===== config.mk =====
export PLATFORM = sky130hd
export DESIGN_NAME = fifo_write_arbiter
export DESIGN_NICKNAME = d
export VERILOG_FILES = /design/src/rtl/fifo_arb_pkg.sv /design/src/rtl/rr_pick.sv /design/src/rtl/fifo_write_arbiter.sv
export SDC_FILE = /design/constraint.sdc
export NUM_CORES = 1
export LEC_CHECK = 0
export BUFFER_PORTS_ARGS = -buffer_cell sky130_fd_sc_hd__buf_2
export CAP_MARGIN = 20
export CORE_MARGIN = 1.5
export CORE_UTILIZATION = 43
export CTS_BUF_LIST = sky130_fd_sc_hd__clkbuf_4 sky130_fd_sc_hd__clkbuf_8
export DETAILED_ROUTE_END_ITERATION = 12
export PLACE_DENSITY = 0.9
export SYNTH_ARGS = -nofsm -noshare
export SYNTH_HDL_FRONTEND = slang
export SYNTH_SLANG_ARGS = --single-unit

===== constraint.sdc =====
create_clock -name clock_in -period 2.9 [get_ports clock_in]
set_input_delay 0.145 -clock clock_in [delete_from_list [all_inputs] [get_ports clock_in]]
set_output_delay 0.145 -clock clock_in [all_outputs]
set_load 0.01 [all_outputs]

===== src/rtl/fifo_arb_pkg.sv =====
// Shared types and constants for the fifo write-port arbiter.
// The state encoding and clog2 helper are used by the arbiter top and its parameter defaults.
package fifo_arb_pkg;

   typedef enum logic {
      ARB   = 1'b0,
      GRANT = 1'b1
   } arb_state_e;

   localparam int DEFAULT_BURST_LEN = 8;

   function automatic int clog2(input int value);
      int result;
      result = 0;
      for (int v = value - 1; v > 0; v = v >> 1) begin
         result++;
      end
      return result;
   endfunction

endpackage


===== src/rtl/rr_pick.sv =====
// Combinational round-robin picker: the first requester at or after last_id+1 (wrapping) wins.
// any is low when no request bit is set, in which case next_id simply echoes last_id.
module rr_pick #(
   parameter int NUM_REQ  = 4,
   parameter int ID_WIDTH = 2
) (
   input  logic [NUM_REQ-1:0]  req,
   input  logic [ID_WIDTH-1:0] last_id,
   output logic [ID_WIDTH-1:0] next_id,
   output logic                any
);

   always_comb begin
      int idx;
      logic [ID_WIDTH-1:0] sel;
      next_id = last_id;
      any     = 1'b0;
      idx     = 0;
      sel     = '0;
      for (int k = 1; k <= NUM_REQ; k++) begin
         idx = (int'(last_id) + k) % NUM_REQ;
         sel = ID_WIDTH'(idx);
         if (!any && req[sel]) begin
            any     = 1'b1;
            next_id = sel;
         end
      end
   end

endmodule


===== src/rtl/fifo_write_arbiter.sv =====
// Shares the clock-crossing fifo write port among NUM_REQ producers with round-robin,
// burst-bounded, packet-aware grants and a single registered output stage.
module fifo_write_arbiter
   import fifo_arb_pkg::*;
#(
   parameter int NUM_REQ    = 4,
   parameter int DATA_WIDTH = 32,
   parameter int BURST_LEN  = DEFAULT_BURST_LEN,
   parameter int ID_WIDTH   = clog2(NUM_REQ)
) (
   input  logic                          clock_in,
   input  logic                          rst_in_n,
   input  logic [NUM_REQ-1:0]            req_valid,
   input  logic [NUM_REQ*DATA_WIDTH-1:0] req_data,
   input  logic [NUM_REQ-1:0]            req_last,
   output logic [NUM_REQ-1:0]            req_ready,
   output logic [DATA_WIDTH-1:0]         data_in,
   output logic                          data_in_valid,
   input  logic                          data_in_full,
   output logic [ID_WIDTH-1:0]           grant_id,
   output logic                          grant_active
);

   localparam int CNT_WIDTH = clog2(BURST_LEN + 1);

   arb_state_e           state;
   logic [CNT_WIDTH-1:0] burst_cnt;
   logic [DATA_WIDTH-1:0] req_word [NUM_REQ];
   logic [ID_WIDTH-1:0]  pick_id;
   logic                 pick_any;
   logic                 can_take;
   logic                 sel_valid;
   logic                 sel_last;
   logic                 accept;
   logic                 burst_done;

   for (genvar g = 0; g < NUM_REQ; g++) begin : g_word
      assign req_word[g] = req_data[g*DATA_WIDTH +: DATA_WIDTH];
   end

   rr_pick #(
      .NUM_REQ  (NUM_REQ),
      .ID_WIDTH (ID_WIDTH)
   ) u_pick (
      .req     (req_valid),
      .last_id (grant_id),
      .next_id (pick_id),
      .any     (pick_any)
   );

   // The output register can take a word if it is empty or draining into the fifo this edge.
   assign can_take     = !data_in_valid || !data_in_full;
   assign sel_valid    = req_valid[grant_id];
   assign sel_last     = req_last[grant_id];
   assign accept       = (state == GRANT) && can_take && sel_valid;
   assign burst_done   = (burst_cnt == CNT_WIDTH'(BURST_LEN - 1));
   assign grant_active = (state == GRANT);

   always_comb begin
      req_ready = '0;
      if (state == GRANT && can_take) begin
         req_ready[grant_id] = 1'b1;
      end
   end

   // grant_id doubles as the round-robin pointer, so it is only updated when a new grant is made.
   always_ff @(posedge clock_in or negedge rst_in_n) begin
      if (!rst_in_n) begin
         state         <= ARB;
         grant_id      <= ID_WIDTH'(NUM_REQ - 1);
         burst_cnt     <= '0;
         data_in       <= '0;
         data_in_valid <= 1'b0;
      end else begin
         if (accept) begin
            data_in       <= req_word[grant_id];
            data_in_valid <= 1'b1;
            burst_cnt     <= burst_cnt + 1'b1;
         end else if (data_in_valid && !data_in_full) begin
            data_in_valid <= 1'b0;
         end

         case (state)
            ARB: begin
               if (pick_any) begin
                  grant_id  <= pick_id;
                  burst_cnt <= '0;
                  state     <= GRANT;
               end
            end
            GRANT: begin
               if (accept && (sel_last || burst_done)) begin
                  state <= ARB;
               end else if (can_take && !sel_valid) begin
                  state <= ARB;
               end
            end
         endcase
      end
   end

endmodule


* Word-level counts from Yosys, hierarchy flattened
Index checks and enable logic that the tools add are counted.
Storage, ports and cells: bits in registers 40, logic and storage cells 75, bits of input ports 139
Operators by class: reduce and logical (&&, ||, !) cells 20, mux-type cells 35, add/sub/neg operators 5, magnitude comparators 7, equal/unequal tests 1, bitwise gates (word level) 2
Operators with widths (number):
- 32-bit binary-select mux with 2-bit select | 1
- 32-bit 2-to-1 mux | 2
- 1-bit 2-to-1 mux | 16
- 4-bit 2-to-1 mux | 4
- 2-bit by 3-bit < comparator with 1-bit output (second input constant) | 5
- 1-bit binary-select mux with 2-bit select | 6
- 1-bit logical AND | 9
- 2-bit 2-to-1 mux | 4
- 1-bit zero test | 6
- 2-bit by 1-bit adder with 2-bit output (second input constant) | 2
- 2-bit adder (second input constant) | 2
- 4-bit by 1-bit adder with 4-bit output (second input constant) | 1
- 4-bit by 3-bit == test with 1-bit output (second input constant) | 1
- 4-bit nonzero test | 1
- 3-bit greater-or-equal comparator (second input constant) | 1
- 2-bit inverter with 3-bit output | 1
- 3-bit AND reduction | 1
- 1-bit demux with 2-bit select | 1
- 2-bit by 1-bit greater-or-equal comparator with 1-bit output (second input constant) | 1
- 1-bit logical OR | 2
- 1-bit case mux with 2 select lines | 1
- 2-bit nonzero test | 1
- 1-bit inverter | 1

* Longest topological paths before layout
depth in word-level cells 15, depth in mapped cells 8

* Hierarchy
From an unflattened synthesis, not the netlist that was laid out.
Second synthesis, totals: cells, all modules 166, area total of the unflattened synthesis 2720.1 µm²
Modules (own cells, without submodules):
- fifo_write_arbiter | seq. area each 1003.5 µm², cells each 152, times used 1, area each 2637.5 µm²
- rr_pick | seq. area each 0.0 µm², cells each 14, times used 1, area each 82.6 µm²

* Worst setup path before layout
No wires, ideal clock.
path type flip-flop to flip-flop, from register grant_id[1], to register grant_id[0], cell stages (with the launch flop) 8, data required time 2825 ps, arrival time 2386 ps, setup time 75 ps, setup slack 439 ps, clock period less this slack 2461 ps, cells stage by stage dfstp_2 clkbuf_1 clkbuf_1 inv_1 ha_1 mux4_2 o21ai_0 xnor2_1
On the way: cells in the longest elaborated chain, start to end 14
Ends and longest elaborated chain:
- from (decl) | line fifo_write_arbiter.sv:20 | output logic [ID_WIDTH-1:0] grant_id,
- from (signal assigned) | line fifo_write_arbiter.sv:70 | grant_id <= ID_WIDTH'(NUM_REQ - 1);
- from (signal assigned) | line fifo_write_arbiter.sv:86 | grant_id <= pick_id;
- 2-bit by 1-bit adder with 2-bit output | line rr_pick.sv:21 | idx = (int'(last_id) + k) % NUM_REQ;
- 1-bit binary-select mux with 2-bit select | line rr_pick.sv:23 | if (!any && req[sel]) begin
- 1-bit 2-to-1 mux (not written as such) | line rr_pick.sv:23
- 1-bit 2-to-1 mux | line rr_pick.sv:23
- 1-bit zero test | line rr_pick.sv:23
- 1-bit logical AND | line rr_pick.sv:23
- 1-bit 2-to-1 mux | line rr_pick.sv:23
- 1-bit zero test | line rr_pick.sv:23
- 1-bit logical AND | line rr_pick.sv:23
- 1-bit 2-to-1 mux | line rr_pick.sv:23
- 1-bit zero test | line rr_pick.sv:23
- 1-bit logical AND | line rr_pick.sv:23
- 4-bit nonzero test (no source line) or 1-bit 2-to-1 mux (tied branches)
- 3-bit AND reduction (no source line)
Several ways; a longest one is shown, not always the timed one. The select of a mux whose other input is x is not followed. A chain may end at the register's enable or synchronous reset.

* Final worst setup path
from register grant_id[0], to register grant_id[0]
The elaborated chain is that of the path after synthesis.

==> metrics.txt <==
Max Clk Rate 0.464 GHz; Routed WL per cell 15.7 um; CTS sink count 40; Multi-input gate area around 1500 um2; max-cap violations 0; fin nets 496; vias in the first global route 2292; Die X between 80 and 90 um; first-pass GRT wire length 9.89 mm; delay of the slowest critical-path stage between 500 and 600 ps; Post-CTS Setup Repair Bufs 0; Max-slew headroom 40.1%; root buffer cell clkbuf_8; CTS H-tree lvls 2; detailed placer's ending HPWL 5.30 mm; switch share 37.1%; Final Non-Filler Cells 427; CTS buffer count 5; Hold Buf Count CTS 0; clock skew 4.76 ps; Placer Congestion 0.732; pin count of the biggest net entering global routing 44; switching power 1.31 mW; Clock Pin Slew Worst Setup and Hold Paths 70 ps; failing checks hold timing; CTS tree yes; WP data arrival 2360 ps; Syn Nets 320; class of the worst hold path in -> async; Port Buffers 178; Setup TNS Final 0 ps; Critical-path top delay cell mux4_2; peak supply drop 0.556 mV; flops & latches, synth 40; Unique masters post-synth 31; filler instances 482; CP delay by family, top multiplexers; Sequential Power Share 28.2%; crit-path cells buf_4, mux4_2, nor2b_1, o21ai_0, xnor2_1; min Tclk post-route 2150 ps; CP Class reg -> reg; GRT Total Usage 19.7%; first-pass iteration count of the detailed router 4; share of cells above drive strength 1 roughly 72%; crit end category flip-flop; combinational share of power 61.8%; Die Y 81.5 um; Leak 1.80 nW; CP startpoint kind flip-flop; Syn Inst Count 176; ANT cells 0; pwr/cell area slightly below 1000 nW/um2; Die Area ~6600 um2; Design Power ~3.5 mW; sequential area share after synthesis between 30% and 40%; clock share of power 9.9%; I/O pins 179; Power Internal 2.22 mW; drt initial violations 67; leading area contributor after synthesis dfrtp_1; worst hold slack -20.4 ps; total grt overflow 0; Synth-to-Final Area Change 38.0%; Worst EP required 3110 ps; Buf/Inv on CP 1; num rows 28; Max Buffers Root-to-Sink 2; core outline area 5920 um2; initial antenna violation count 0; Final Hold Fails 38; Core Util, Final 61.8%; mapped cell area 2650 um2; actual slew at the worst max-slew pin approximately 900 ps; Via density 5.27; # setup viols final 0; crit-path max FO 28; final clock period utilization by the worst path 74.2%; status complete, but fails checks; Final Max Slew Viols 0; Synth top area share 35.9%; antenna viol nets, final 0; register area 1000 um2; initial core utilization 44.8%; DP Cell Count 420; Mapped Avg Cell Area 15.1 um2; RSZ-0062 raised after global routing false; Area contributors post-synth dfrtp_1, mux4_2, mux2_2; Worst-Skew Late Latency 280 ps; final wirelength 6.69 mm; PostCTS Resize Cnt 0; # DRC 0; Vias roughly 2200; Ys Warns 0
Yosys cell counts:
cell,n
xor2_1,3
nor2b_1,2
nor2_1,2
nand2_1,4
nor3_1,1
ha_1,5
a21boi_1,1
mux4_2,37
nand2_4,1
a21oi_1,7
nand3b_1,1
nand3_1,3
a31oi_1,1
and2_1,4
buf_2,5
buf_8,1
o22ai_1,1
inv_1,4
buf_6,3
xnor2_1,1
dfstp_2,2
and3_1,2
a211oi_1,1
o21ai_0,4
and3b_1,1
mux2i_1,3
mux2_1,7
a21o_1,1
dfrtp_1,38
mux2_2,26
clkbuf_1,4
path summary, 6_finish.rpt:
check                        startpoint       endpoint  slack [ps]  cells after the start
setup / recovery            grant_id[0]    grant_id[0]         750                      5
min in group clock_in      data_in_full  data_in_valid          70                      3
hold / removal                 rst_in_n     data_in[1]         -20                      1
setup reg to reg            grant_id[0]    grant_id[0]         750                      5
max in group asynchronous      rst_in_n    data_in[31]        2360                      1
hold reg to reg              data_in[4]     data_in[4]         490                      1
routing by layer:
layer,GRT usage (%),vias up,share of wire (%)
met5,0,-,0
met4,5.52,0,0.54
met3,5.11,2,7.7
met2,36.3,108,55
met1,22.2,1098,37
li1,-,1041,-
logic make-up after synthesis:
| group | count (synthesis) | share of synthesized area (%) |
|---|---|---|
| AO/OA/AOI/OAI | 16 | 3.40 |
| multiplexers | 73 | 46.6 |
| XOR/XNOR | 4 | 1.32 |
| adder cells (fa/ha/maj) | 5 | 2.36 |
| buffers and inverters | 17 | 3.92 |
| flip-flops | 40 | 37.9 |
| AND/OR/NAND/NOR | 21 | 4.53 |
flip-flops by register name, summed over array words and instances, names as in the netlist:
signal and cells:
burst_cnt 4, data_in 32, data_in_valid 1, grant_active 1, grant_id 2
power groups by stage:
stage	Combinational, mW	Sequential, mW	Clock, mW
floorplan	1.53	1.12	0
finish	2.18	0.997	0.351
CTS	2.22	1.00	0.366
global placement	2.13	0.994	0
global route	2.38	1.03	0.392
detailed placement	2.22	1.01	0
stage by stage:
| step | worst slack [ps] | cell area, um2 |
|---|---|---|
| 2_1_floorplan | 439 | 2650 |
| 3_3_place_gp | 810 | 3580 |
| 3_5_place_dp | 749 | 3580 |
| 4_1_cts | 728 | 3660 |
| 5_1_grt | 616 | 3660 |
| 6_report | 747 | 3660 |
layout by cell type (no fill, tap or decap), types with 4 or more instances in the layout:
cell type | synthesis | routed
buf_2 | 5 | 178
dfrtp_1 | 38 | 38
mux4_2 | 37 | 37
mux2_2 | 26 | 26
a21oi_1 | 7 | 7
mux2_1 | 7 | 7
ha_1 | 5 | 5
clkbuf_8 | 0 | 5
inv_1 | 4 | 4
o21ai_0 | 4 | 4
and2_1 | 4 | 4
nand2_1 | 4 | 4
buf_4 | 0 | 4
worst register-to-register path, stage by stage (launching register included):
cell	delay (ps)
dfstp_2	570
buf_4	420
mux4_2	590
nor2b_1	150
o21ai_0	200
xnor2_1	150
layout make-up:
cell class / count / share of cell area [%]
well taps: 75 / 2.57
repair buffers: 182 / 25.2
multi-input cells: 119 / 42.2
flip-flops and latches: 40 / 27.4
clock inverters: 1 / 0.137
inverters: 4 / 0.411
clock buffers: 6 / 2.09
Note: power is estimated with default switching activity, not from simulation.
